<file path="src/rtl/control_teclado.sv">
// PS/2 scan-code sequencer: folds E0/F0 prefixes into 10-bit key events and queues them in a FWFT FIFO.
// Latency: an event is visible at evento/hay_evento one cycle after the rx_tick of its final byte.
// Backpressure: none toward the receiver; a push into a full FIFO (without a pop) is dropped and flagged in desborde.
module control_teclado #(
  parameter int PROF     = 4,
  parameter int T_ESPERA = 100000
) (
  input  logic       reloj,
  input  logic       reset,
  input  logic       rx_tick,
  input  logic [7:0] rx_dato,
  input  logic       rx_paridad_ok,
  input  logic       leer,
  output logic [9:0] evento,
  output logic       hay_evento,
  output logic       lleno,
  output logic       err_paridad,
  output logic [7:0] cuenta_err,
  output logic       desborde
);

  localparam int AW = $clog2(PROF);
  localparam int OW = AW + 1;
  localparam int CW = $clog2(T_ESPERA + 1);

  localparam logic [7:0] COD_EXT = 8'hE0;
  localparam logic [7:0] COD_SOL = 8'hF0;

  typedef enum logic [1:0] {
    REPOSO,
    PRE_EXT,
    PRE_SOL,
    PRE_EXT_SOL
  } estado_t;

  estado_t       estado, estado_sig;
  logic [CW-1:0] cnt_espera;
  logic          push;
  logic [9:0]    ev_nuevo;
  logic          err_det;

  logic [9:0]    mem [PROF];
  logic [AW-1:0] wr_ptr, rd_ptr;
  logic [OW-1:0] ocup;
  logic          pop;
  logic          escribe;

  // Sequencer state register.
  always_ff @(posedge reloj) begin
    if (!reset) estado <= REPOSO;
    else        estado <= estado_sig;
  end

  // Next-state decode: prefix tracking, event build, parity rejection and prefix timeout.
  always_comb begin
    estado_sig = estado;
    push       = 1'b0;
    ev_nuevo   = '0;
    err_det    = 1'b0;
    if (rx_tick) begin
      if (!rx_paridad_ok) begin
        err_det    = 1'b1;
        estado_sig = REPOSO;
      end else begin
        case (estado)
          REPOSO: begin
            if (rx_dato == COD_EXT)      estado_sig = PRE_EXT;
            else if (rx_dato == COD_SOL) estado_sig = PRE_SOL;
            else begin
              push     = 1'b1;
              ev_nuevo = {2'b00, rx_dato};
            end
          end
          PRE_EXT: begin
            if (rx_dato == COD_SOL)      estado_sig = PRE_EXT_SOL;
            else if (rx_dato == COD_EXT) estado_sig = PRE_EXT;
            else begin
              push       = 1'b1;
              ev_nuevo   = {2'b01, rx_dato};
              estado_sig = REPOSO;
            end
          end
          PRE_SOL: begin
            // A second prefix after a break prefix is malformed: drop the whole sequence.
            estado_sig = REPOSO;
            if (rx_dato != COD_EXT && rx_dato != COD_SOL) begin
              push     = 1'b1;
              ev_nuevo = {2'b10, rx_dato};
            end
          end
          PRE_EXT_SOL: begin
            estado_sig = REPOSO;
            if (rx_dato != COD_EXT && rx_dato != COD_SOL) begin
              push     = 1'b1;
              ev_nuevo = {2'b11, rx_dato};
            end
          end
          default: estado_sig = REPOSO;
        endcase
      end
    end else if (estado != REPOSO && cnt_espera == CW'(T_ESPERA - 1)) begin
      // This idle cycle is the T_ESPERA-th since the last byte: abandon the prefix.
      estado_sig = REPOSO;
    end
  end

  // Prefix timeout counter: runs only while a prefix is pending and no byte arrives.
  always_ff @(posedge reloj) begin
    if (!reset || estado == REPOSO || rx_tick) cnt_espera <= '0;
    else                                       cnt_espera <= cnt_espera + 1'b1;
  end

  // Parity error pulse and saturating error count.
  always_ff @(posedge reloj) begin
    if (!reset) begin
      err_paridad <= 1'b0;
      cuenta_err  <= '0;
    end else begin
      err_paridad <= err_det;
      if (err_det && cuenta_err != 8'hFF) cuenta_err <= cuenta_err + 1'b1;
    end
  end

  // A pop needs a non-empty FIFO; a push into a full FIFO only lands if the head leaves the same cycle.
  assign pop     = leer && hay_evento;
  assign escribe = push && (!lleno || pop);

  // Event storage; no reset needed since occupancy gates what is visible.
  always_ff @(posedge reloj) begin
    if (reset && escribe) mem[wr_ptr] <= ev_nuevo;
  end

  // FIFO pointers, occupancy and sticky overflow flag.
  always_ff @(posedge reloj) begin
    if (!reset) begin
      wr_ptr   <= '0;
      rd_ptr   <= '0;
      ocup     <= '0;
      desborde <= 1'b0;
    end else begin
      if (escribe) wr_ptr <= wr_ptr + 1'b1;
      if (pop)     rd_ptr <= rd_ptr + 1'b1;
      case ({escribe, pop})
        2'b10:   ocup <= ocup + 1'b1;
        2'b01:   ocup <= ocup - 1'b1;
        default: ocup <= ocup;
      endcase
      if (push && !escribe) desborde <= 1'b1;
    end
  end

  assign hay_evento = (ocup != '0);
  assign lleno      = (ocup == OW'(PROF));
  assign evento     = hay_evento ? mem[rd_ptr] : '0;

endmodule

</file>
<file path="config.mk">
export PLATFORM = sky130hd
export DESIGN_NAME = control_teclado
export DESIGN_NICKNAME = d
export VERILOG_FILES = /design/src/rtl/control_teclado.sv
export SDC_FILE = /design/constraint.sdc
export NUM_CORES = 1
export LEC_CHECK = 0
export CELL_PAD_IN_SITES_DETAIL_PLACEMENT = 2
export CELL_PAD_IN_SITES_GLOBAL_PLACEMENT = 2
export CORE_MARGIN = 2
export CORE_UTILIZATION = 38
export CTS_CLUSTER_SIZE = 25
export DETAILED_ROUTE_END_ITERATION = 8
export GPL_TIMING_DRIVEN = 0
export PLACE_DENSITY = 0.81
export SETUP_SLACK_MARGIN = 0.5
export SLEW_MARGIN = 20
export SYNTH_ARGS = -nofsm -noshare
export SYNTH_HDL_FRONTEND = slang
export SYNTH_SLANG_ARGS = --single-unit
</file>
<file path="constraint.sdc">
create_clock -name reloj -period 2.6 [get_ports reloj]
set_input_delay 0.52 -clock reloj [delete_from_list [all_inputs] [get_ports reloj]]
set_output_delay 0.52 -clock reloj [all_outputs]
set_load 0.02 [all_outputs]
</file>
==> flow_summary.yaml <==
outcome:
  status: "complete, no violations"
floorplanning:
  initial_utilization: 0.385
  die_x_um: 100
  io_pins: 35
  dieArea_um2: 10000
  rows: 35
  die_y_um: 100
  core_um2: 9110
layout:
  seqCellArea_um2: 1970
  finalNetCount: 374
  drive_above_1_share: 0.262
  layout_commonest_cell: "edfxtp_1"
  num-fill-cells: 896
  synthToLayoutAreaGrowth_pct: 26.8
  antenna_cells: 0
  final_cell_mix: "edfxtp_1, dfxtp_1, nor2_1, nand2_1, buf_4"
  final_area_um2: 4450
  multi_input_area_um2: 1560
logic_synthesis:
  avgSynthCellArea_um2: 11.9
  syn_nets: 316
  synth_ff_type: "edfxtp_1"
  synthDistinctLibCells: 51
  async_flop_share: 0
  synth_seq_cells: 78
  ys_seq_area_frac: 0.559
  synthesis.area_um2: 3510
  syn_inst: 296
  synth_warnings: 0
  synth_edf_count: 40
power:
  internal-power_mw: 2.47
  netSwitchingPower_mw: 1.27
  ir_worst_vdd_uv: 294
  p_comb_frac: 0.395
  power_frac_seq: 0.382
  power.density_nw_per_um2: 842
  leakagePower_nw: 1.60
  power.share.clock: 0.223
  power_mw: 3.75
  p_sw_frac: 0.340
worst_setup_path:
  start_kind: "flop"
  reg2reg_to: "ocup[2]"
  cp-end-kind: "output pin"
  rr_worst_depth: 10
  cp.arrival_ns: 1.74
  slowest_stage: "mux4_2"
  cpPeakStageDelay_ns: 0.50
  r2r-start: "ocup[2]"
  crit_chain: "buf_12 -> buf_16 -> mux4_2 -> nor2b_4 -> buf_6"
  reg2reg_slack_ns: 0.44
  critical_path_peak_fanout: 5
  crit_buf_inv: 3
  cp_top_family: "multiplexers"
  crit_type: "flop to output pin"
  worstPathRequired_ns: 2.08
sta:
  finalSetupViolCount: 0
  slew_headroom: 0.523
  setup_tns_ns: 0
  rsz0062_at_grt: "yes"
  maxSlewViolCount: 0
  fin_crit_sh: 0.868
  hold_viol_final: 0
  worst_pin_slew_ns: 0.705
  fmax_ghz: 0.443
  skew_ns: 0.0122
  fin_crit_ns: 2.26
worst_hold_path:
  hold-path-endpoint: "cnt_espera[0]"
  whs_path_depth: 1
  min-delay-start: "cnt_espera[0]"
  min_path_type: "flop to flop"
clocking:
  cts_max_level: 3
  ctsRootBufferMaster: "clkbuf_8"
  cts_made_buffers: 9
  clk_pin_slew_ns: 0.09
  cts_tree: "built"
  clockBufferDepth: 2
  clock-sinks: 78
  insertion_delay_ns: 0.36
global_routing:
  grt_pass1_wl_mm: 14.9
  grt-ovfl-total: 0
  grtUsageTotal: 0.198
  grt_pass1_vias: 2759
  grt_max_degree: 14
  grt_antenna_before_repair: 0
routing:
  num_vias: 2563
  ant_nets: 0
  wire_per_inst_um: 20.8
  drt_iter0_drc: 49
  routed_via_density: 5.45
  wirelength_mm: 9.77
  drt_pre_antenna_iters: 5
  drc: 0
placement:
  hpwl_mm: 6.51
  place_congestion: 0.772
  placed_area_um2: 4010
  numPortBuffers: 33
flow_run:
  cap_violations: 0
==> through the flow <==
step	cells	setup WS [ns]	hold slack [ns]	util
floorplan	296	0.321	0.430	-
CTS	466	0.333	0.497	0.471
detailed placement	440	-0.319	0.475	0.440
global placement	440	-0.274	0.450	0.440
finish	470	0.344	0.487	0.489
global route	470	0.294	0.510	0.489
==> area by class of cell <==
| class | instances | share of cell area |
|---|---|---|
| Clock inverter | 5 | 0.00731 |
| Buffer | 12 | 0.0250 |
| Sequential cell | 78 | 0.442 |
| Clock buffer | 11 | 0.0318 |
| Tap cell | 111 | 0.0312 |
| Inverter | 12 | 0.0110 |
| Multi-Input combinational cell | 194 | 0.350 |
| Timing Repair Buffer | 47 | 0.101 |
==> sequential cells by signal (all words and copies together) (netlist names), named ones only <==
name,count
cnt_espera,17
estado,2
wr_ptr,2
rd_ptr,2
cuenta_err,8
desborde,1
err_paridad,1
ocup,3
mem,40
==> layer usage <==
metal	share of wire	GRT usage
met3	0.022	0.0348
met1	0.40	0.223
met4	0.018	0.0717
met2	0.56	0.372
met5	0	0
==> synth_stat cells (6+ instances only) <==
| master | number | area, um2 |
|---|---|---|
| nor2_1 | 31 | 116 |
| nand2_1 | 17 | 63.8 |
| nand3_1 | 9 | 45.0 |
| xnor2_1 | 9 | 78.8 |
| ha_1 | 6 | 75.1 |
| o21ai_0 | 7 | 35.0 |
| mux4_2 | 10 | 225 |
| nor2b_1 | 10 | 62.6 |
| clkbuf_1 | 8 | 30.0 |
| a21oi_1 | 6 | 30.0 |
| nor4_1 | 6 | 37.5 |
| nand4_1 | 8 | 50.1 |
| and2_1 | 8 | 50.1 |
| xor2_1 | 8 | 70.1 |
| and3_1 | 11 | 68.8 |
| dfxtp_1 | 38 | 761 |
| edfxtp_1 | 40 | 1200 |
| inv_1 | 11 | 41.3 |
==> worst max-delay path by stage <==
stage                 to  cells after the start
2_1_floorplan    ocup[2]                      9
3_3_place_gp     ocup[2]                     10
3_5_place_dp     ocup[2]                     10
4_1_cts        evento[4]                      5
5_1_grt        evento[3]                      5
6_report       evento[3]                      5
==> what timing repair did <==
action / 4_1_cts / 5_1_grt
hold buffers: 0 / 0
endpoints found under the setup margin: 59 / 63
gates resized for setup: 83 / 48
buffers inserted: 9 / 4
cloned: 1 / 0
pin swaps: 7 / 7
==> power by group through the flow <==
stage / clock network [mW] / registers (mW) / logic, mW
global placement: 0 / 1.43 / 0.979
global route: 0.900 / 1.44 / 1.58
CTS: 0.847 / 1.43 / 1.15
detailed placement: 0 / 1.43 / 1.03
finish: 0.836 / 1.43 / 1.48
floorplan: 0 / 1.42 / 0.623
==> cells by family after synthesis <==
kind of cell,Yosys count,synth area share
AND/OR/NAND/NOR,127,0.202
buffers and inverters,24,0.0314
multiplexers,14,0.0756
AO/OA/AOI/OAI,29,0.0624
XOR/XNOR,17,0.0424
flip-flops,78,0.559
adder cells (fa/ha/maj),7,0.0271
No activity file was read; power rests on OpenSTA's default activity.
